--- src/rtl/risc_toy_mem_arb.sv ---
// Single-port memory arbiter for RISC_TOY: shares one memory port between fetch and load/store.
// Optional watchdog abort enabled by defining RISC_TOY_ARB_TIMEOUT_EN.
module risc_toy_mem_arb #(
    parameter int AW      = 30,
    parameter int DW      = 32,
    parameter int DSTARVE = 4,
    parameter int TIMEOUT = 255
) (
    input  logic          CLK,
    input  logic          RST,
    input  logic          I_REQ,
    input  logic [AW-1:0] I_ADDR,
    output logic          I_GNT,
    output logic          I_RVALID,
    output logic [DW-1:0] I_RDATA,
    input  logic          D_REQ,
    input  logic          D_RW,
    input  logic [AW-1:0] D_ADDR,
    input  logic [DW-1:0] D_WDATA,
    output logic          D_GNT,
    output logic          D_RVALID,
    output logic [DW-1:0] D_RDATA,
    output logic          M_REQ,
    output logic          M_RW,
    output logic [AW-1:0] M_ADDR,
    output logic [DW-1:0] M_WDATA,
    input  logic          M_ACK,
    input  logic [DW-1:0] M_RDATA,
    output logic          ERR
);
    localparam logic [3:0] DSTARVE_C = 4'(DSTARVE);

    typedef enum logic [1:0] {IDLE, BUSY_I, BUSY_D} state_t;

    state_t        state, state_next;
    logic [3:0]    dcnt;
    logic          grant_i, grant_d;
    logic          timeout_hit;
    logic          finish;
    logic [DW-1:0] done_data;

    if (DSTARVE < 1 || DSTARVE > 15 || TIMEOUT < 1 || TIMEOUT > 255) begin : g_bad_param
        $error("risc_toy_mem_arb: DSTARVE must be 1..15 and TIMEOUT 1..255");
    end

`ifdef RISC_TOY_ARB_TIMEOUT_EN
    localparam logic [7:0] TIMEOUT_C = 8'(TIMEOUT);

    logic [7:0] wdog;

    always_ff @(posedge CLK) begin
        if (RST || grant_i || grant_d || M_ACK) begin
            wdog <= '0;
        end else if (state != IDLE) begin
            wdog <= wdog + 8'd1;
        end
    end

    // A late ack on the final cycle still wins over the abort.
    assign timeout_hit = (state != IDLE) && !M_ACK && (wdog + 8'd1 == TIMEOUT_C);

    always_ff @(posedge CLK) begin
        if (RST) begin
            ERR <= 1'b0;
        end else if (timeout_hit) begin
            ERR <= 1'b1;
        end
    end
`else
    assign timeout_hit = 1'b0;
    assign ERR         = 1'b0;
`endif

    assign finish    = (state != IDLE) && (M_ACK || timeout_hit);
    assign done_data = !M_ACK ? DW'(32'hDEAD_BEEF) : (M_RW ? '0 : M_RDATA);

    // Data wins ties unless fetch has already been passed over DSTARVE times.
    always_comb begin
        grant_i    = 1'b0;
        grant_d    = 1'b0;
        state_next = state;
        case (state)
            IDLE: begin
                if (!RST) begin
                    if (D_REQ && !(I_REQ && dcnt == DSTARVE_C)) begin
                        grant_d    = 1'b1;
                        state_next = BUSY_D;
                    end else if (I_REQ) begin
                        grant_i    = 1'b1;
                        state_next = BUSY_I;
                    end
                end
            end
            BUSY_I, BUSY_D: begin
                if (finish) begin
                    state_next = IDLE;
                end
            end
            default: state_next = IDLE;
        endcase
    end

    assign I_GNT = grant_i;
    assign D_GNT = grant_d;

    always_ff @(posedge CLK) begin
        if (RST) begin
            state    <= IDLE;
            dcnt     <= '0;
            M_REQ    <= 1'b0;
            M_RW     <= 1'b0;
            M_ADDR   <= '0;
            M_WDATA  <= '0;
            I_RVALID <= 1'b0;
            D_RVALID <= 1'b0;
            I_RDATA  <= '0;
            D_RDATA  <= '0;
        end else begin
            state    <= state_next;
            I_RVALID <= 1'b0;
            D_RVALID <= 1'b0;
            if (grant_i) begin
                M_REQ   <= 1'b1;
                M_RW    <= 1'b0;
                M_ADDR  <= I_ADDR;
                M_WDATA <= '0;
            end else if (grant_d) begin
                M_REQ   <= 1'b1;
                M_RW    <= D_RW;
                M_ADDR  <= D_ADDR;
                M_WDATA <= D_WDATA;
            end else if (finish) begin
                M_REQ <= 1'b0;
                if (state == BUSY_I) begin
                    I_RVALID <= 1'b1;
                    I_RDATA  <= done_data;
                end else begin
                    D_RVALID <= 1'b1;
                    D_RDATA  <= done_data;
                end
            end
            // Streak of data grants that bypassed a waiting fetch.
            if (!I_REQ || grant_i) begin
                dcnt <= '0;
            end else if (grant_d && dcnt != DSTARVE_C) begin
                dcnt <= dcnt + 4'd1;
            end
        end
    end

endmodule

--- config.mk ---
export PLATFORM = sky130hd
export DESIGN_NAME = risc_toy_mem_arb
export DESIGN_NICKNAME = d
export VERILOG_FILES = /design/src/rtl/risc_toy_mem_arb.sv
export SDC_FILE = /design/constraint.sdc
export NUM_CORES = 1
export LEC_CHECK = 0
export ABC_CLOCK_PERIOD_IN_PS = 2100
export CAP_MARGIN = 40
export CORE_MARGIN = 1.5
export CORE_UTILIZATION = 42
export CTS_CLUSTER_DIAMETER = 120
export DETAILED_ROUTE_END_ITERATION = 7
export GPL_TIMING_DRIVEN = 0
export PLACE_DENSITY_LB_ADDON = 0.12
export SETUP_SLACK_MARGIN = 0.2
export SKIP_CTS_REPAIR_TIMING = 1
export SLEW_MARGIN = 5
export SYNTH_ARGS = -nofsm -noshare
export SYNTH_HDL_FRONTEND = slang
export SYNTH_SLANG_ARGS = --single-unit
--- constraint.sdc ---
create_clock -name CLK -period 2.1 [get_ports CLK]
set_input_delay 0.315 -clock CLK [delete_from_list [all_inputs] [get_ports CLK]]
set_output_delay 0.315 -clock CLK [all_outputs]
set_load 0.1 [all_outputs]
==> results of run 1 <==
[sequential cells by signal, summed over array words and instances (netlist names)]
name      count
D_RDATA      32
I_RVALID      1
M_RW          1
D_RVALID      1
I_RDATA      32
M_REQ         1
M_ADDR       30
M_WDATA      32
dcnt          4
state         2
[layout by cell type (no fill, tap or decap), drive strengths merged]
master	count
a211oi	114
dlymetal6s2s	8
a22oi	1
o221a	1
nor2	50
o211a	1
a31oi	1
clkinvlp	4
o31ai	1
and3b	3
a311oi	30
bufinv	5
o21ai	65
nand3	82
nor4	1
a21boi	26
nor3b	1
nand3b	4
conb	1
clkbuf	51
or3b	1
clkdlybuf4s50	249
dfxtp	136
inv	8
nand4b	2
and4	1
a21o	1
nand2b	1
clkinv	3
o32ai	1
nor2b	1
ha	4
and2	1
and4b	1
a21oi	17
nand2	19
buf	209
nor3	2
[area by class of cell]
class	count	area (um^2)
Buffer	79	512
Clock buffer	21	470
Clock inverter	11	193
Fill cell	644	1750
Inverter	9	43.8
Multi-Input combinational cell	434	2820
Sequential cell	136	2730
Tap cell	180	225
Timing Repair Buffer	417	5130
[layer usage]
metal | GRT usage (%) | up-vias | wire (um)
met1 | 38.7 | 3664 | 9920
met4 | 19.2 | 0 | 1280
met3 | 8.92 | 108 | 2180
met2 | 60.0 | 478 | 14000
li1 | - | 3342 | -
met5 | 0 | - | 0
[critical path: cells and delay by family (launching register included)]
| kind | cells | cell delay, ps |
|---|---|---|
| buffers and inverters | 4 | 450 |
| DFF | 1 | 350 |
| AOI/OAI and AO/OA | 1 | 270 |
| and+or+nand+nor | 1 | 230 |
| adders and majority gates | 1 | 140 |
[cells by family after synthesis]
| kind of cell | Yosys count | share of synthesized area [%] |
|---|---|---|
| other | 1 | 0.0628 |
| buffers and inverters | 92 | 8.21 |
| flip-flops | 136 | 45.6 |
| adder cells (fa/ha/maj) | 4 | 0.838 |
| AO/OA/AOI/OAI | 259 | 30.8 |
| AND/OR/NAND/NOR | 170 | 14.5 |
[Yosys cell counts]
| library cell | n | share of area (%) |
|---|---|---|
| inv_1 | 9 | 0.57 |
| and4_1 | 1 | 0.15 |
| or3b_2 | 1 | 0.15 |
| clkbuf_1 | 29 | 1.8 |
| nand2b_1 | 1 | 0.10 |
| nor4_1 | 1 | 0.10 |
| o211a_1 | 1 | 0.17 |
| nand2_1 | 19 | 1.2 |
| and4b_1 | 1 | 0.17 |
| a22oi_1 | 1 | 0.13 |
| a311oi_1 | 30 | 4.4 |
| and3b_1 | 3 | 0.44 |
| a21o_1 | 1 | 0.13 |
| nand3b_1 | 3 | 0.38 |
| a21oi_1 | 17 | 1.4 |
| dfxtp_1 | 136 | 46 |
| buf_2 | 32 | 2.7 |
| nor3b_2 | 1 | 0.21 |
| nand3_2 | 8 | 1.3 |
| o21ai_1 | 3 | 0.25 |
| o31ai_1 | 1 | 0.13 |
| nor2b_1 | 1 | 0.10 |
| o221a_2 | 1 | 0.19 |
| nor3_2 | 1 | 0.17 |
| buf_4 | 12 | 1.5 |
| o21ai_0 | 62 | 5.2 |
| nand3b_2 | 1 | 0.19 |
| ha_1 | 4 | 0.84 |
| a211oi_2 | 11 | 2.3 |
| a211oi_1 | 103 | 13 |
| conb_1 | 1 | 0.063 |
| o32ai_1 | 1 | 0.15 |
| nand3_1 | 74 | 6.2 |
| a21boi_0 | 25 | 3.1 |
| a31oi_1 | 1 | 0.10 |
| nand4b_1 | 2 | 0.29 |
| clkbuf_2 | 3 | 0.25 |
| buf_6 | 6 | 1.1 |
| nor2_1 | 50 | 3.1 |
| nor3_1 | 1 | 0.084 |
| a21boi_1 | 1 | 0.13 |
| buf_8 | 1 | 0.25 |
| and2_1 | 1 | 0.10 |
[how the worst max path moves through the flow]
stage,to,slack (ps),cells past startpoint
global placement,D_GNT,-1110,7
global route,I_GNT,-110,7
finish,I_GNT,-70,7
detailed placement,D_GNT,-680,8
floorplan,D_GNT,170,8
CTS,D_GNT,-1000,9
[where the power goes]
part	leakage, nW	internal [mW]	switching (mW)
Sequential	1.11	2.87	0.176
Clock	0.320	2.20	1.20
Combinational	3.10	2.05	3.24
Total	4.53	7.12	4.61
==> out/summary.txt, run 1 <==
status: complete, but fails checks
violated checks: setup timing
antenna-violating nets left: 0
Gate Count Post-Synth: 662
critical path, cell by cell: inv_4 > ha_4 > nand3b_1 > a21o_1 > buf_6 > clkinvlp_4 > buf_12
synthesized cell area: 5970 um^2
# IOs: 263
Worst Hold Class: in2reg
core area: 13900 um^2
Clock Tree Buf Depth: 2
vias per inst: 5.90
pre-CTS setup slack: -679 ps
R2R setup slack: 170 ps
initial DRC count: 811
area growth from synthesis to layout: 103%
die area: 14900 um^2
element type at the critical path end: output pin
Pwr Total: 11.7 mW
Req. time, crit path: 1780 ps
H-tree lvl count: 4
worst-case reg-to-reg path depth: 9
Final Max Tran Viols: 0
share of cells above drive strength 1: 26.2%
LEAKAGE: 4.53 nW
DPL Wire Length: 18300 um
CP Launch Type: flop
first-pass GRT wire length: 40100 um
CTS tree: done
RSZ-0062 raised after global routing: yes
Cell variety after synth: 43
R2R Path Start: state[0]
vias in the first global route: 7636
WL per Instance: 21.3 um
Final period util: 103%
crit path DAT: 1850 ps
clk root buf: clkbuf_16
clock transition at the registers of the reported paths: 60 ps
PD cells: 967 nW/um^2
Post-Layout Cell Count: 1287
DIE HEIGHT: 122 um
fin worst setup slack: -69.4 ps
Critical Path Max Stage Delay: 350 ps
Tot GR Track Use: 34.6%
maxcap violations: 0
Sinks on Clock Net: 136
syn_nets: 796
IO buf count: 259
clock latency on the worst-skew pair: 430 ps
Min Hold Slack: 207 ps
WS Path Type: reg2out
minimum clock period: 2170 ps
drt drc: 0
Hold Path End: state[0]
width of the die: 122 um
setup_tns: -118 ps
hold depth: 3
row cnt: 43
cts bufs inserted: 17
drt total wl: 27400 um
initial core utilization: 43.0%
Placed Cells: 1233
GRT overflow: 0
via count: 7592
Slew @ Worst Pin: 698 ps
final design area excluding fillers: 12100 um^2
Antenna Cells: 0
CP Launch Point: dcnt[0]
maximum clock rate: 461 MHz
final core occ: 87.4%
initial antenna violation count: 0
Mapped Avg Cell Area: 9.02 um^2
RD Place Congestion: 0.881
synth warn: 0
Max-slew headroom: 53.5%
register area share after synthesis: 45.6%
Min-Delay Startpoint: RST
# setup viols final: 2
Fin. Hold Viols: 0
First-pass DRT Iterations: 5
R2R Path End: D_RDATA[19]
Layout Nets: 1228
largest net degree at the start of global routing: 17
Worst path slowest cell: dfxtp_4
Worst Skew: 8.48 ps
CP max FO: 6
VDD IR-drop max: 0.678 mV
Placed Instance Area: 11100 um^2
flop and latch count out of synthesis: 136
Note: power is estimated with default switching activity, not from simulation.
==> inputs of run 2 (changes only) <==
MAX_ROUTING_LAYER = met4   (was not set)
REMOVE_ABC_BUFFERS = 1   (was not set)
==> run 2 against run 1 <==
The flow now finishes without violations; first-iteration DRC count fell by 16%; sequential share of layout area decreased by 0.18 points; worst hold slack better by 160 ps; via count is 3.5% lower; global-route usage shrank 1.0 points; setup slack better by 130 ps; register-to-register slack barely moved; fmax is 6.4% higher; sequential power about the same; routed wire length is 2.5% lower; cell area rose by 0.73%; combinational power rose by 2%.
==> out/summary.txt, run 2 (synthesized netlist as in run 1, its figures left out) <==
status: completed
vias in the first global route: 7275
GRT met3 Usage: 8.36%
grt peak-use layer: met2
largest net degree at the start of global routing: 74
row cnt: 43
Comb pwr share: 47.5%
critical path, cell by cell: inv_2 > ha_4 > nand3b_1 > a21o_4 > inv_4 > buf_12
CP Launch Type: flop
Net Sw Power: 4.54 mW
Fin. Hold Viols: 0
core area: 13900 um^2
WS Path Type: reg2out
Final period util: 97.1%
Tot GR Track Use: 33.6%
Layout Nets: 1175
final core occ: 88.0%
crit path DAT: 1720 ps
Final Max Tran Viols: 0
die area: 14900 um^2
First-pass DRT Iterations: 6
R2R setup slack: 170 ps
commonest non-fill, non-tap cell in the layout: clkdlybuf4s50_1
via count: 7330
clock transition at the registers of the reported paths: 60 ps
most frequent cells in the layout: clkdlybuf4s50_1, dfxtp_1, a211oi_1
GR met1 Demand/Resource: 38.1%
vias per inst: 5.94
Sinks on Clock Net: 136
Max-slew headroom: 57.0%
initial core utilization: 43.0%
Antenna Cells: 0
Min-Delay Startpoint: RST
IO buf count: 261
DIE HEIGHT: 122 um
switch share: 39.9%
drt total wl: 26700 um
setup_tns: 0 ps
Critical Path Max Stage Delay: 310 ps
Worst path slowest cell: dfxtp_1
share of cells above drive strength 1: 24.2%
cts bufs inserted: 17
RD Place Congestion: 0.774
drt drc: 0
element type at the critical path end: output pin
DPL Wire Length: 16600 um
H-tree lvl count: 4
width of the die: 122 um
first-pass GRT wire length: 38200 um
largest registers: D_RDATA: 32 flops, I_RDATA: 32 flops, M_WDATA: 32 flops
maxcap violations: 0
area growth from synthesis to layout: 105%
Min Hold Slack: 368 ps
clock power share: 25.7%
Clock Tree Buf Depth: 2
R2R Path Start: dcnt[0]
Req. time, crit path: 1780 ps
Int Pwr: 6.82 mW
minimum clock period: 2040 ps
LEAKAGE: 4.64 nW
initial DRC count: 680
Worst Skew: 8.56 ps
# setup viols final: 0
pre-CTS setup slack: -1780 ps
PD cells: 930 nW/um^2
WL per Instance: 21.7 um
maximum clock rate: 491 MHz
met2 usage: 57.5%
RSZ-0062 raised after global routing: yes
clock latency on the worst-skew pair: 410 ps
initial antenna violation count: 0
CP Launch Point: state[1]
CTS tree: done
antenna-violating nets left: 0
# IOs: 263
fin worst setup slack: 61.4 ps
CP max FO: 8
GRT overflow: 0
Slew @ Worst Pin: 645 ps
VDD IR-drop max: 0.625 mV
clk root buf: clkbuf_16
Worst Hold Class: in2reg
sequential fraction of design power: 26.8%
==> run 2: cell types whose count changed in the layout (fill, tap and decap cells not counted), moves of 4 or more <==
cell,previous run,this run
clkdlybuf4s50_1,249,240
buf_2,25,1
buf_16,26,49
buf_4,39,29
clkbuf_1,23,5
clkbuf_4,4,0
buf_8,103,89
dlymetal6s2s_1,8,18
clkbuf_2,4,0
buf_6,9,5
==> run 2: worst paths after layout <==
| check | to | cells after the start |
|---|---|---|
| max | I_GNT | 6 |
| min | I_RDATA[22] | 2 |
| max reg2reg | M_ADDR[10] | 6 |
| min reg2reg | D_RDATA[22] | 2 |
==> run 2: area by class of cell <==
class / count / area (um^2)
Tap cell: 180 / 225
Multi-Input combinational cell: 435 / 2830
Clock buffer: 24 / 472
Inverter: 9 / 40.0
Timing Repair Buffer: 442 / 5830
Fill cell: 620 / 1660
Sequential cell: 136 / 2730
Clock inverter: 8 / 96.3
==> run 2: metrics by stage <==
stage,area [um^2],cells,total power [mW]
after detailed placement,11200,1170,8.17
after CTS,11800,1202,11.1
after floorplan,5520,579,5.75
final,12200,1234,11.4
after global routing,12200,1234,11.7
after global placement,8350,1020,6.80
==> run 2: metal layers <==
| layer | share of wire [%] | up-vias |
|---|---|---|
| li1 | - | 3239 |
| met1 | 37 | 3558 |
| met2 | 51 | 463 |
| met3 | 8.8 | 70 |
| met4 | 2.7 | 0 |
| met5 | 0 | - |
==> run 2: power groups by stage <==
stage                     Sequential, mW  Clock [mW]  Combinational (mW)
final                               3.04        2.92                5.40
after global routing                3.07        3.06                5.56
after detailed placement            3.07           0                5.09
after CTS                           3.03        2.93                5.14
after floorplan                     4.96           0               0.782
after global placement              3.04           0                3.75
==> run 2: worst max-delay path: cells and delay by family (launching register included) <==
family	cells	cell delay, ps
buffers and inverters	3	310
AO/OA/AOI/OAI	1	300
adder cells (fa/ha/maj)	1	170
AND/OR/NAND/NOR	1	200
flip-flops	1	310
